$ cat src/rtl/trig_period_meter_pkg.sv
// Shared types for the trigger period meter: measurement FSM state encoding.
// Code 2'd3 is unused and recovers to IDLE in the FSM default branch.
package trig_period_meter_pkg;

    typedef enum logic [1:0] {
        ST_IDLE      = 2'd0,
        ST_ARMED     = 2'd1,
        ST_MEASURING = 2'd2
    } state_t;

endpackage

$ cat src/rtl/trig_period_meter_edge_detect.sv
// Rising-edge detector: one-cycle combinational pulse from IN and its registered history.
// Zero latency on PULSE_OUT; no backpressure, IN is sampled every cycle.
module edge_detect (
    input  logic CLK,
    input  logic RESET,
    input  logic IN,
    output logic PULSE_OUT
);

    logic hist_q;
    logic hist_d;

    always_comb begin
        hist_d = IN;
    end

    always_ff @(posedge CLK or posedge RESET) begin
        if (RESET) begin
            hist_q <= 1'b0;
        end else begin
            hist_q <= hist_d;
        end
    end

    assign PULSE_OUT = IN & ~hist_q;

endmodule

$ cat src/rtl/trig_period_meter.sv
// Measures CLK cycles between successive TRIG_IN rising edges, saturating with an OVERFLOW flag.
// Capture visible one cycle after the sampling edge; no backpressure, unread captures are overwritten and flagged MISSED.
module trig_period_meter
    import trig_period_meter_pkg::*;
#(
    parameter int PERIOD_WIDTH = 16
) (
    input  logic                    CLK,
    input  logic                    RESET,
    input  logic                    ENABLE_IN,
    input  logic                    TRIG_IN,
    input  logic                    READ_ACK,
    output logic [PERIOD_WIDTH-1:0] PERIOD,
    output logic                    VALID,
    output logic                    OVERFLOW,
    output logic                    MISSED,
    output logic                    BUSY
);

    localparam logic [PERIOD_WIDTH-1:0] CNT_ONE = {{(PERIOD_WIDTH-1){1'b0}}, 1'b1};
    localparam logic [PERIOD_WIDTH-1:0] CNT_MAX = {PERIOD_WIDTH{1'b1}};

    logic                    trig_event;
    logic                    capture;
    state_t                  state_q,    state_d;
    logic [PERIOD_WIDTH-1:0] counter_q,  counter_d;
    logic                    ovf_q,      ovf_d;
    logic [PERIOD_WIDTH-1:0] period_q,   period_d;
    logic                    valid_q,    valid_d;
    logic                    overflow_q, overflow_d;
    logic                    missed_q,   missed_d;
    logic                    busy_q,     busy_d;

    edge_detect u_edge_detect (
        .CLK       (CLK),
        .RESET     (RESET),
        .IN        (TRIG_IN),
        .PULSE_OUT (trig_event)
    );

    always_comb begin
        state_d   = state_q;
        counter_d = counter_q;
        ovf_d     = ovf_q;
        capture   = 1'b0;

        // Disable wins over any event seen in the same cycle.
        if (!ENABLE_IN) begin
            state_d   = ST_IDLE;
            counter_d = '0;
            ovf_d     = 1'b0;
        end else begin
            case (state_q)
                ST_IDLE: begin
                    counter_d = '0;
                    ovf_d     = 1'b0;
                    state_d   = ST_ARMED;
                end
                ST_ARMED: begin
                    if (trig_event) begin
                        counter_d = CNT_ONE;
                        ovf_d     = 1'b0;
                        state_d   = ST_MEASURING;
                    end
                end
                ST_MEASURING: begin
                    if (trig_event) begin
                        capture   = 1'b1;
                        counter_d = CNT_ONE;
                        ovf_d     = 1'b0;
                    end else begin
                        if (counter_q != CNT_MAX) begin
                            counter_d = counter_q + CNT_ONE;
                        end
                        ovf_d = ovf_q | (counter_d == CNT_MAX);
                    end
                end
                default: begin
                    state_d   = ST_IDLE;
                    counter_d = '0;
                    ovf_d     = 1'b0;
                end
            endcase
        end

        period_d   = period_q;
        overflow_d = overflow_q;
        valid_d    = valid_q;
        missed_d   = missed_q;
        if (capture) begin
            period_d   = counter_q;
            overflow_d = ovf_q;
            valid_d    = 1'b1;
            // An acknowledge in the capture cycle consumes the old data, so nothing is lost.
            missed_d   = READ_ACK ? 1'b0 : (missed_q | valid_q);
        end else if (READ_ACK) begin
            valid_d  = 1'b0;
            missed_d = 1'b0;
        end

        busy_d = (state_d == ST_MEASURING);
    end

    always_ff @(posedge CLK or posedge RESET) begin
        if (RESET) begin
            state_q    <= ST_IDLE;
            counter_q  <= '0;
            ovf_q      <= 1'b0;
            period_q   <= '0;
            valid_q    <= 1'b0;
            overflow_q <= 1'b0;
            missed_q   <= 1'b0;
            busy_q     <= 1'b0;
        end else begin
            state_q    <= state_d;
            counter_q  <= counter_d;
            ovf_q      <= ovf_d;
            period_q   <= period_d;
            valid_q    <= valid_d;
            overflow_q <= overflow_d;
            missed_q   <= missed_d;
            busy_q     <= busy_d;
        end
    end

    assign PERIOD   = period_q;
    assign VALID    = valid_q;
    assign OVERFLOW = overflow_q;
    assign MISSED   = missed_q;
    assign BUSY     = busy_q;

endmodule

$ cat config.mk
export PLATFORM = sky130hd
export DESIGN_NAME = trig_period_meter
export DESIGN_NICKNAME = d
export VERILOG_FILES = /design/src/rtl/trig_period_meter_pkg.sv /design/src/rtl/trig_period_meter_edge_detect.sv /design/src/rtl/trig_period_meter.sv
export SDC_FILE = /design/constraint.sdc
export NUM_CORES = 1
export LEC_CHECK = 0
export BUFFER_PORTS_ARGS = -buffer_cell sky130_fd_sc_hd__buf_4
export CAP_MARGIN = 20
export CORE_MARGIN = 5
export CORE_UTILIZATION = 35
export DETAILED_ROUTE_END_ITERATION = 10
export SYNTH_ARGS = -nofsm -noshare
export SYNTH_HDL_FRONTEND = slang
export SYNTH_HIERARCHICAL = 1
export SYNTH_SLANG_ARGS = --single-unit
$ cat constraint.sdc
create_clock -name CLK -period 3.8 [get_ports CLK]
set_input_delay 0 -clock CLK [delete_from_list [all_inputs] [get_ports CLK]]
set_output_delay 0 -clock CLK [all_outputs]
set_load 0.05 [all_outputs]
==> results.json <==
{
  "status": "completed",
  "rsz0062_at_grt": "false",
  "pwr-share-comb_pct": 6.4,
  "clock_latency_ns": 0.29,
  "synth_edf_count": 0,
  "portBuffers": 24,
  "antenna_cells": 0,
  "finalSetupViolations": 0,
  "drive_gt1_share_pct": 24.17,
  "fmax_mhz": 472.6,
  "cts_tree": "done",
  "clkSinkCount": 40,
  "dieArea_um2": 7668,
  "crit_path_max_fanout": 20,
  "synth-seq-cells": 40,
  "grt.total_usage_pct": 12.12,
  "yosys.area.top_type": "dfrtp_1",
  "end_kind": "register",
  "grt_pass1_wl_mm": 7.341,
  "ios": 25,
  "n_fill_cell": 610,
  "period_share_pct": 55.69,
  "crit_slowest_cell": "nand3_1",
  "chipWidth_um": 87.57,
  "gp_congestion": 0.8310,
  "cp_cell_sequence": "inv_1, ha_1, nand3_1, mux2_2",
  "wl_met3_um": 164,
  "top_layer_used": "met4",
  "final_cell_mix": "40 x dfrtp_1, 25 x buf_4, 21 x o21ai_0",
  "cap_violations": 0,
  "wl_met1_mm": 2.086,
  "dr.pass1.iters": 4,
  "post_cts_resize_count": 0,
  "rows": 28,
  "hold_class": "primary input to async pin",
  "yosysSeqAreaShare_pct": 47.53,
  "start_util_pct": 35.78,
  "post-place-ws_ns": 1.659,
  "vias": 1653,
  "period_minus_slack_ns": 2.116,
  "ys_async_sr_fraction_pct": 100.0,
  "hold_violations": 0,
  "grt_pass1_vias": 1555,
  "wl_per_cell_um": 13.85,
  "fin_nets": 249,
  "startpoint_type": "register",
  "wl_met2_mm": 2.036,
  "antenna_left": 0,
  "p_per_area_nw_per_um2": 315.4,
  "grt_max_degree": 40,
  "syn_area_um2": 2106,
  "synth.top_cells.by_area": "dfrtp_1 48%, mux2_2 8.6%, o21ai_0 5.0%",
  "cts-buffers-inserted": 5,
  "clk_pin_slew_ns": 0.08,
  "p_switching_mw": 0.1825,
  "synth.distinct_cells": 42,
  "overflow": 0,
  "irDropWorstVdd_mv": 0.1561,
  "ctsLongestPathBuffers": 2,
  "crit_path_max_incr_delay_ns": 0.69,
  "core_area_um2": 5886,
  "final_common_cell": "dfrtp_1",
  "report.final.slew_viol_count": 0,
  "cts-root-buf": "clkbuf_8",
  "tns_ns": 0,
  "route.detailed.drc": 0,
  "place_area_um2": 2322,
  "avgSynthCellArea_um2": 9.794,
  "syn-instance-count": 215,
  "final_cell_area_um2": 2455,
  "seq_power_share_pct": 55.8,
  "slew_headroom_pct": 36.87,
  "syn2layout_area_growth_pct": 16.58,
  "chipHeight_um": 87.57,
  "dp_hpwl_mm": 2.930,
  "yosys_warnings": 6,
  "syn-num-nets": 225,
  "finalClockSkew_ns": 0.008305,
  "worst-setup-path-type": "register to register",
  "worstPathRequired_ns": 3.97,
  "routed_wl_mm": 4.363,
  "intPower_mw": 0.5917,
  "sw_frac_of_total_pct": 23.57,
  "synth.top_cell.area_share_pct": 47.53,
  "arrival_ns": 2.29,
  "p_leak_nw": 1.088,
  "total_power_mw": 0.7743,
  "cts-htree-levels": 2,
  "worstMarginPinSlew_ns": 0.9443,
  "clockPowerShare_pct": 37.8,
  "viasPerCell": 5.248,
  "antenna_found_initial": 0,
  "first_iter_violations": 113,
  "synth_ff_type": "dfrtp_1",
  "setup_ws_ns": 1.684
}
==> synth_stat cells, types with 2 or more instances <==
library cell,count
o22ai_1,2
nand4_1,5
xor2_1,2
clkbuf_1,5
ha_1,5
nand2_1,19
buf_2,4
o21a_1,2
o21ai_0,21
nand3_2,3
a21oi_1,11
o31ai_1,3
nor2b_1,3
and2_1,6
nand3_1,12
nor2_1,17
nor3b_1,2
nand2b_1,3
buf_4,2
inv_1,7
mux2_2,16
a31oi_1,6
dfrtp_1,40
==> metal layers <==
layer | vias up | track usage [%]
met1 | 798 | 16.27
li1 | 815 | -
met3 | 8 | 2.164
met5 | - | 0
met2 | 32 | 18.97
met4 | 0 | 5.718
==> stage by stage <==
| stage | util [%] | std cells | hold WS, ns |
|---|---|---|---|
| 6_report | 41.71 | 315 | 0.1032 |
| 3_3_place_gp | 39.46 | 303 | -0.1481 |
| 3_5_place_dp | 39.46 | 303 | -0.1438 |
| 4_1_cts | 41.71 | 315 | 0.08872 |
| 5_1_grt | 41.71 | 315 | 0.1160 |
| 2_1_floorplan | - | 215 | -0.2713 |
==> worst paths after layout <==
path                       slack (ns)              endpoint       start  cells past startpoint
max                              1.68            PERIOD[12]  state_q[0]                      4
min                              0.10  u_edge_detect/hist_q       RESET                      3
max reg2reg                      1.68            PERIOD[12]  state_q[0]                      4
min reg2reg                      0.49            PERIOD[15]  PERIOD[15]                      2
max in group asynchronous        3.04         counter_q[12]       RESET                      4
min in group CLK                 0.37  u_edge_detect/hist_q     TRIG_IN                      2
==> flip-flops by register name (all words and copies together), names as in the netlist <==
register,cells
PERIOD,16
counter_q,16
state_q,2
BUSY,1
MISSED,1
OVERFLOW,1
VALID,1
ovf_q,1
u_edge_detect/hist_q,1
==> critical path: cells and delay by family (launching register included) <==
family	cells	cell delay, ns
adder cells (fa/ha/maj)	1	0.24
buffers and inverters	1	0.11
flip-flops	1	0.41
multiplexers	1	0.54
AND/OR/NAND/NOR	1	0.69
==> area by class of cell <==
type / instances / area [um2] / share of cell area, %
clock inverters: 2 / 10.01 / 0.4077
flip-flops and latches: 40 / 1001 / 40.77
clock buffers: 6 / 82.58 / 3.364
multi-input cells: 156 / 1013 / 41.28
inverters: 7 / 26.28 / 1.070
well taps: 75 / 93.84 / 3.823
repair buffers: 29 / 227.7 / 9.276
==> what timing repair did <==
action / 4_1_cts / 5_1_grt
hold buffers: 4 / 0
buffers inserted: 0 / 0
setup endpoints to repair: 0 / 0
endpoints found under the hold margin: 45 / 0
==> kinds of logic (layout without fill, tap and decap cells) <==
kind of cell / after synthesis / in the layout / synth area share, %
AO/OA/AOI/OAI: 54 / 54 / 15.21
buffers and inverters: 19 / 44 / 4.338
flip-flops: 40 / 40 / 47.53
AND/OR/NAND/NOR: 78 / 78 / 19.85
adder cells (fa/ha/maj): 5 / 5 / 2.971
XOR/XNOR: 2 / 2 / 0.8320
multiplexers: 17 / 17 / 9.269
==> power groups by stage <==
stage | clock (mW) | combinational [mW] | sequential, mW
floorplan | 0 | 0.0293 | 0.442
global placement | 0 | 0.0468 | 0.440
detailed placement | 0 | 0.0472 | 0.440
CTS | 0.304 | 0.0507 | 0.432
global route | 0.322 | 0.0563 | 0.432
finish | 0.293 | 0.0496 | 0.432
No activity file was read; power rests on OpenSTA's default activity.
